### config.mk
export PLATFORM = sky130hd
export DESIGN_NAME = nibble_serial_adder
export DESIGN_NICKNAME = d
export VERILOG_FILES = /design/src/rtl/cla_pkg.sv /design/src/rtl/cla_4bit.sv /design/src/rtl/nibble_serial_adder.sv
export SDC_FILE = /design/constraint.sdc
export NUM_CORES = 1
export LEC_CHECK = 0
export BUFFER_PORTS_ARGS = -buffer_cell sky130_fd_sc_hd__buf_2
export CAP_MARGIN = 20
export CORE_ASPECT_RATIO = 1.5
export CORE_MARGIN = 3
export CORE_UTILIZATION = 54
export DETAILED_ROUTE_END_ITERATION = 16
export GPL_ROUTABILITY_DRIVEN = 0
export HOLD_SLACK_MARGIN = 0.12
export MAX_ROUTING_LAYER = met4
export PLACE_DENSITY = 0.76
export SLEW_MARGIN = 25
export SYNTH_ARGS = -nofsm -noshare
export SYNTH_HDL_FRONTEND = slang
export SYNTH_SLANG_ARGS = --single-unit
### constraint.sdc
create_clock -name clk -period 3.35 [get_ports clk]
set_clock_uncertainty 0.15 [all_clocks]
set_input_delay 0.5025 -clock clk [delete_from_list [all_inputs] [get_ports clk]]
set_output_delay 0.5025 -clock clk [all_outputs]
set_load 0.02 [all_outputs]
### src/rtl/cla_pkg.sv
// cla_pkg: shared constants and FSM state encoding for the nibble-serial adder
package cla_pkg;
  localparam int NIBBLES_DEF = 4;
  localparam int NIBBLE_W = 4;
  typedef enum logic [1:0] {IDLE = 2'd0, ADD = 2'd1, DONE = 2'd2} state_t;
endpackage

### src/rtl/cla_4bit.sv
// CLA_4bit: 4-bit carry-lookahead adder
//   A, B : 4-bit operands, Cin : carry in
//   Sum  : 4-bit sum,      Cout: carry out
module CLA_4bit (
  input  logic [3:0] A,
  input  logic [3:0] B,
  input  logic       Cin,
  output logic [3:0] Sum,
  output logic       Cout
);
  logic [3:0] p, g;
  logic [4:0] c;
  assign p = A ^ B;
  assign g = A & B;
  assign c[0] = Cin;
  assign c[1] = g[0] | (p[0] & Cin);
  assign c[2] = g[1] | (p[1] & g[0]) | (p[1] & p[0] & Cin);
  assign c[3] = g[2] | (p[2] & g[1]) | (p[2] & p[1] & g[0]) | (p[2] & p[1] & p[0] & Cin);
  assign c[4] = g[3] | (p[3] & g[2]) | (p[3] & p[2] & g[1]) | (p[3] & p[2] & p[1] & g[0])
              | (p[3] & p[2] & p[1] & p[0] & Cin);
  assign Sum = p ^ c[3:0];
  assign Cout = c[4];
endmodule

### src/rtl/nibble_serial_adder.sv
// nibble_serial_adder: W-bit adder processing one nibble per clock through a shared 4-bit CLA
//   clk, rst_n (async, active-low) | start, a, b, cin: request and operands (latched on accept)
//   busy: high while adding | done: one-cycle result-valid pulse | sum, cout, overflow: held result
module nibble_serial_adder
  import cla_pkg::*;
#(
  parameter int NIBBLES = NIBBLES_DEF
) (
  input  logic                      clk,
  input  logic                      rst_n,
  input  logic                      start,
  input  logic [NIBBLE_W*NIBBLES-1:0] a,
  input  logic [NIBBLE_W*NIBBLES-1:0] b,
  input  logic                      cin,
  output logic                      busy,
  output logic                      done,
  output logic [NIBBLE_W*NIBBLES-1:0] sum,
  output logic                      cout,
  output logic                      overflow
);
  localparam int W = NIBBLE_W * NIBBLES;
  localparam int IW = NIBBLES > 1 ? $clog2(NIBBLES) : 1;
  state_t state;
  logic [W-1:0] a_q, b_q;
  logic carry;
  logic [IW-1:0] idx;
  logic [3:0] a_nib, b_nib, cla_sum;
  logic cla_cout;
  always_comb begin
    a_nib = '0;
    b_nib = '0;
    for (int i = 0; i < NIBBLES; i++) begin
      if (idx == IW'(i)) begin
        a_nib = a_q[NIBBLE_W*i +: NIBBLE_W];
        b_nib = b_q[NIBBLE_W*i +: NIBBLE_W];
      end
    end
  end
  // Carry between nibbles travels only through the carry register.
  CLA_4bit u_cla (
    .A   (a_nib),
    .B   (b_nib),
    .Cin (carry),
    .Sum (cla_sum),
    .Cout(cla_cout)
  );
  always_ff @(posedge clk or negedge rst_n) begin
    if (!rst_n) begin
      state <= IDLE;
      busy <= 1'b0;
      done <= 1'b0;
      sum <= '0;
      cout <= 1'b0;
      overflow <= 1'b0;
      idx <= '0;
      carry <= 1'b0;
      a_q <= '0;
      b_q <= '0;
    end else begin
      case (state)
        ADD: begin
          for (int i = 0; i < NIBBLES; i++)
            if (idx == IW'(i)) sum[NIBBLE_W*i +: NIBBLE_W] <= cla_sum;
          carry <= cla_cout;
          if (idx == IW'(NIBBLES - 1)) begin
            cout <= cla_cout;
            overflow <= (a_q[W-1] == b_q[W-1]) && (cla_sum[3] != a_q[W-1]);
            state <= DONE;
            busy <= 1'b0;
            done <= 1'b1;
          end else begin
            idx <= idx + 1'b1;
          end
        end
        default: begin
          done <= 1'b0;
          if (start) begin
            a_q <= a;
            b_q <= b;
            carry <= cin;
            idx <= '0;
            sum <= '0;
            cout <= 1'b0;
            overflow <= 1'b0;
            state <= ADD;
            busy <= 1'b1;
          end else begin
            state <= IDLE;
            busy <= 1'b0;
          end
        end
      endcase
    end
  end
endmodule

## After elaboration in Yosys (flattened, before gate mapping)

Cells that the tools add are included.

- Flip-flop bits (word level): 57
- Bits of input ports: 36
- Output and inout port bits: 20
- Logic and storage cells: 96

- $add $sub $neg: 1
- Equal/unequal tests: 11
- Mux-type cells: 32
- Bitwise logic cells: 30
- Reduce and logical (&&, ||, !) cells: 9

Operator list:

| kind | number |
|---|---|
| $mux W4 | 12 |
| $mux W16 | 2 |
| $and A1 B1 Y1 | 16 |
| $mux W1 | 13 |
| $reduce_and A2 Y1 | 6 |
| $mux W2 | 5 |
| $ne A2 B2 Y1 const B | 5 |
| $or A1 B1 Y1 | 10 |
| $xor A4 B4 Y4 | 2 |
| $and A4 B4 Y4 | 1 |
| $eq A2 B1 Y1 const B | 2 |
| $eq A2 B2 Y1 const B | 2 |
| $add A2 B1 Y2 const B | 1 |
| $logic_not A2 Y1 | 1 |
| $reduce_bool A2 Y1 | 1 |
| $eq A1 B1 Y1 | 1 |
| $logic_and A1 B1 Y1 | 1 |
| $ne A1 B1 Y1 | 1 |
| $not A1 Y1 | 1 |

## Longest topological paths before layout

- Word-level depth: 15
- Depth in mapped cells: 13
- Depth with buffers taken out: 11

## Modules after synthesis

Synthesis repeated with hierarchy kept, for this count alone.

- Cell total of the unflattened synthesis: 204
- Area total of the unflattened synthesis: 2722.6 um^2

Modules (own cells, without submodules):

| module | times used | cells each | area an instance (um^2) | seq. area each (um^2) |
|---|---|---|---|---|
| nibble_serial_adder | 1 | 187 | 2575.0 | 1376.3 |
| CLA_4bit | 1 | 17 | 147.6 | 0.0 |

## Worst setup path after synthesis

No wires, ideal clock.

- Path type: register to register
- Start point: reg idx[1]
- End point: reg overflow
- Setup time: 0.080 ns
- Data arrival time: 2.745 ns
- Data required time: 3.120 ns
- Setup slack: 0.375 ns
- Stages on the path, launching flop included: 14
- Buffers on the path: 2
- Clock period less this slack: 2.975 ns
- Cell sequence: dfrtp_1 inv_1 ha_1 clkbuf_1 buf_2 nand2_1 a21oi_1 a21oi_1 o21ai_0 ha_1 a21o_1 and4_4 or4_4 o211ai_2

- Cells in the longest elaborated chain, start to end: 15
- Elaborated cells on any way between the ends: 29
- Those cells by class: eq/ne (5); mux (10); bitwise (11); reduce/logical (3)

RTL lines:

| item | RTL line | RTL |
|---|---|---|
| from (decl) | nibble_serial_adder.sv:26 | `logic [IW-1:0] idx;` |
| from (signal assigned) | nibble_serial_adder.sv:72 | `idx <= idx + 1'b1;` |
| $logic_not A2 Y1 | nibble_serial_adder.sv:33 | `if (idx == IW'(i)) begin` |
| $mux W4 (4 in series) | nibble_serial_adder.sv:33 |  |
| $xor A4 B4 Y4 or $and A4 B4 Y4 (tied branches) | cla_4bit.sv:13, cla_4bit.sv:14 |  |
| $and A1 B1 Y1 | cla_4bit.sv:18 | `assign c[3] = g[2] \| (p[2] & g[1]) \| (p[2] & p[1] & g[0]) \| (p[2] & p[1] & p[0] & Cin);` |
| $or A1 B1 Y1 or $and A1 B1 Y1 (tied branches) (2 in series) | cla_4bit.sv:18 |  |
| $or A1 B1 Y1 | cla_4bit.sv:18 |  |
| $xor A4 B4 Y4 | cla_4bit.sv:21 | `assign Sum = p ^ c[3:0];` |
| $ne A1 B1 Y1 | nibble_serial_adder.sv:67 | `overflow <= (a_q[W-1] == b_q[W-1]) && (cla_sum[3] != a_q[W-1]);` |
| $logic_and A1 B1 Y1 | nibble_serial_adder.sv:67 |  |
| $mux W1 | nibble_serial_adder.sv:65 | `if (idx == IW'(NIBBLES - 1)) begin` |
| $mux W1 | nibble_serial_adder.sv:60 | `case (state)` |
| to (signal assigned) | nibble_serial_adder.sv:67 |  |
| to (decl) | nibble_serial_adder.sv:19 | `output logic overflow` |

Several ways; a longest one is shown, not always the timed one. The select of a mux whose other input is x is not followed.
A chain may end at the register's enable or synchronous reset.

## Worst setup path after layout

- Start point: reg idx[0]
- End point: reg overflow

The elaborated chain is that of the path after synthesis.

==> summary.txt <==
Timing
  – Final hold viol count: 0
  – Max-slew violation count: 0
  – Final setup violation count: 0
  – Peak Freq: 327.1 MHz
  – Final period util: 0.9127
  – Worst-Margin Slew: 0.5607 ns
  – Hold Slack: 0.2287 ns
  – RSZ-0062 raised after global routing: false
  – Final Critical Period: 3.058 ns
  – Post-route setup slack: 0.2925 ns
  – Setup TNS: 0 ns
  – Max-Slew Margin vs Limit: 0.6253

Yosys
  – Synth area leaders: dfrtp_1 53%, nand2_1 16%, ha_1 3.9%
  – FF+latch count, synth: 55
  – Ys async rst share: 1.000
  – EDFF count, synth: 0
  – Cell variety after synth: 33
  – Avg Cell Area, Syn: 9.298 um2
  – Synth Instances: 278
  – Post-synthesis sequential area ratio: 0.5324
  – Mapped Area: 2585 um2
  – Synthesized net count: 323
  – Yosys warnings: 0
  – Top FF cell, synth: dfrtp_1
  – Synth top area share: 0.5324
  – Top cells by count, synth: 113 x nand2_1, 55 x dfrtp_1, 16 x a21oi_1
  – Most common cell in the synthesized netlist: nand2_1
  – Area leader, netlist: dfrtp_1

Route
  – Antenna viol nets, final: 0
  – Initial DRC count: 106
  – Drt pass-1 iters: 4
  – Final WL: 5533 um
  – Routed vias: 2142
  – Routed len/inst: 13.83 um
  – DRC Markers: 0
  – DR vias/cell: 5.355

Global routing
  – Initial antenna violation count: 0
  – Gr usage total: 0.2141
  – Global-route wire length before repair: 9501 um
  – Remaining Overflow, GRT: 0
  – Pin count of the biggest net entering global routing: 26
  – Vias in the first global route: 2081

Placement
  – Placement Setup Slack: 0.2180 ns
  – Dpl cells: 391
  – Detailed Place HPWL: 4185 um
  – Area after DPL: 2937 um2
  – Port Buf Inserts: 55

Critical path
  – Worst path bufs/invs: 2
  – Reg2reg start: idx[0]
  – Biggest cell delay along the critical path: 0.48 ns
  – CP startpoint: idx[0]
  – CP startpoint kind: flop
  – Crit Path Max Fanout: 14
  – Data required, critical path: 3.43 ns
  – Critical-path cell list: inv_1, ha_1, buf_4, a21oi_1, a21oi_1, o21ai_0, ha_1, o21ai_0, o21a_1, or4_4, o211ai_2
  – Crit path max-delay family: adder cells
  – Critical Path AT: 3.14 ns
  – Worst Setup End Kind: flop
  – CP max stage cell: ha_1
  – WS Path Type: flop to flop

Die
  – Die width: 62.49 um
  – CORE AREA: 4579 um2
  – I/O pin cnt: 56
  – Die Ht: 90.74 um
  – Die ar.: 5670 um2
  – Rows: 30
  – Initial Utilization: 0.5645

Clock tree
  – Clock-pin slew on the worst setup and hold paths: 0.09 ns
  – CTS tree: built
  – Inserted Clock Buffers: 5
  – Num Clock Sinks: 55
  – Clock tree root driver cell: clkbuf_8
  – CTS Buffer Depth: 2
  – CTS H-tree depth: 2
  – Total setup buffers inserted after CTS: 0
  – Clock latency reported for the late side of the worst-skew pair: 0.31 ns

Layout
  – Diode count: 0
  – Post-route design area: 3064 um2
  – Fill cell count: 431
  – Final Non-Filler Cells: 400
  – Final Net Count: 380
  – Area grow syn2layout: 18.54%
  – Share of cells above drive strength 1: 0.2470

Hold path
  – Tightest Hold Check Type: input port to flop
  – HP Start: a[8]

Pwr
  – Power per cell area: 1083 nW/um2
  – Leak: 1.605 nW
  – Worst vdd ir: 0.4775 mV

Outcome
  – Status: finished clean

Run
  – Max_cap viols: 0
## worst register-to-register path, delay by kind of cell, from the launching register on
family	cells	cell delay, ns
flops	1	0.41
compound gates	6	0.73
fa+ha+maj	2	0.86
buf+inv	2	0.36
simple gates	1	0.48
## placed cells by master (no fill, tap or decap), types with 2 or more instances in the layout
cell,instances
nand2_1,113
o21ai_0,9
ha_2,2
ha_1,6
nand3_1,3
nor3_1,2
clkbuf_8,5
a32o_1,7
a211oi_1,3
o2bb2ai_1,2
a221oi_1,2
inv_1,3
nand3b_1,6
dfrtp_1,55
o31ai_1,2
buf_4,9
nor2_1,6
mux2_2,3
a21oi_1,16
buf_2,55
a22o_1,6
nor2b_1,6
## routing by layer
| layer | up-vias | GRT usage | wire [um] |
|---|---|---|---|
| li1 | 1044 | - | - |
| met1 | 1019 | 0.2585 | 2253 |
| met2 | 69 | 0.3562 | 2906 |
| met3 | 10 | 0.03113 | 275 |
| met4 | 0 | 0.09208 | 98 |
| met5 | - | - | 0 |
## path summary, 6_finish.rpt
check                                 to  slack [ns]  depth (start not counted)
worst max register to register  overflow        0.29                         11
worst min-delay path              a_q[8]        0.23                          3
worst max-delay path            overflow        0.29                         11
worst min register to register    a_q[0]        0.34                          2
min in group asynchronous        sum[14]        0.48                          2
max in group asynchronous        b_q[14]        2.00                          3
## timing repair
action | 4_1_cts | 5_1_grt
endpoints found under the hold margin | 15 | 0
setup endpoints to repair | 0 | 7
hold buffers | 1 | 0
gates resized for setup | 0 | 2
## report_power, final
group | internal [W] | total, W | switching, W
clock | 0.000223 | 0.000432 | 0.000210
combinational | 0.000703 | 0.00174 | 0.00104
sequential | 0.000957 | 0.00115 | 0.000190
## through the flow
stage | power, W | util
2_1_floorplan | 0.002389 | -
3_3_place_gp | 0.002839 | 0.6413
3_5_place_dp | 0.002878 | 0.6413
4_1_cts | 0.003321 | 0.6680
5_1_grt | 0.003613 | 0.6691
6_report | 0.003320 | 0.6691
## cell type report
class | count | area, um2 | share of cell area
multi-input combinational | 205 | 1131 | 0.3691
inverter | 3 | 11.26 | 0.003675
clock inverter | 3 | 43.79 | 0.01429
timing repair buffer | 65 | 352.8 | 0.1151
sequential | 55 | 1376 | 0.4492
clock buffer | 5 | 68.82 | 0.02246
tap | 64 | 80.08 | 0.02613
## cell families after synthesis
family	Yosys count	synth area share
xor+xnor	1	0.003389
buf+inv	18	0.03195
fa+ha+maj	9	0.04647
compound gates	51	0.1380
flops	55	0.5324
simple gates	141	0.2348
mux	3	0.01307
## state kept, by name, indices dropped and copies added, names as in the netlist
signal / count
idx: 2
overflow: 1
cout: 1
sum: 16
a_q: 16
carry: 1
state: 2
b_q: 16
Note: power is estimated with default switching activity, not from simulation.
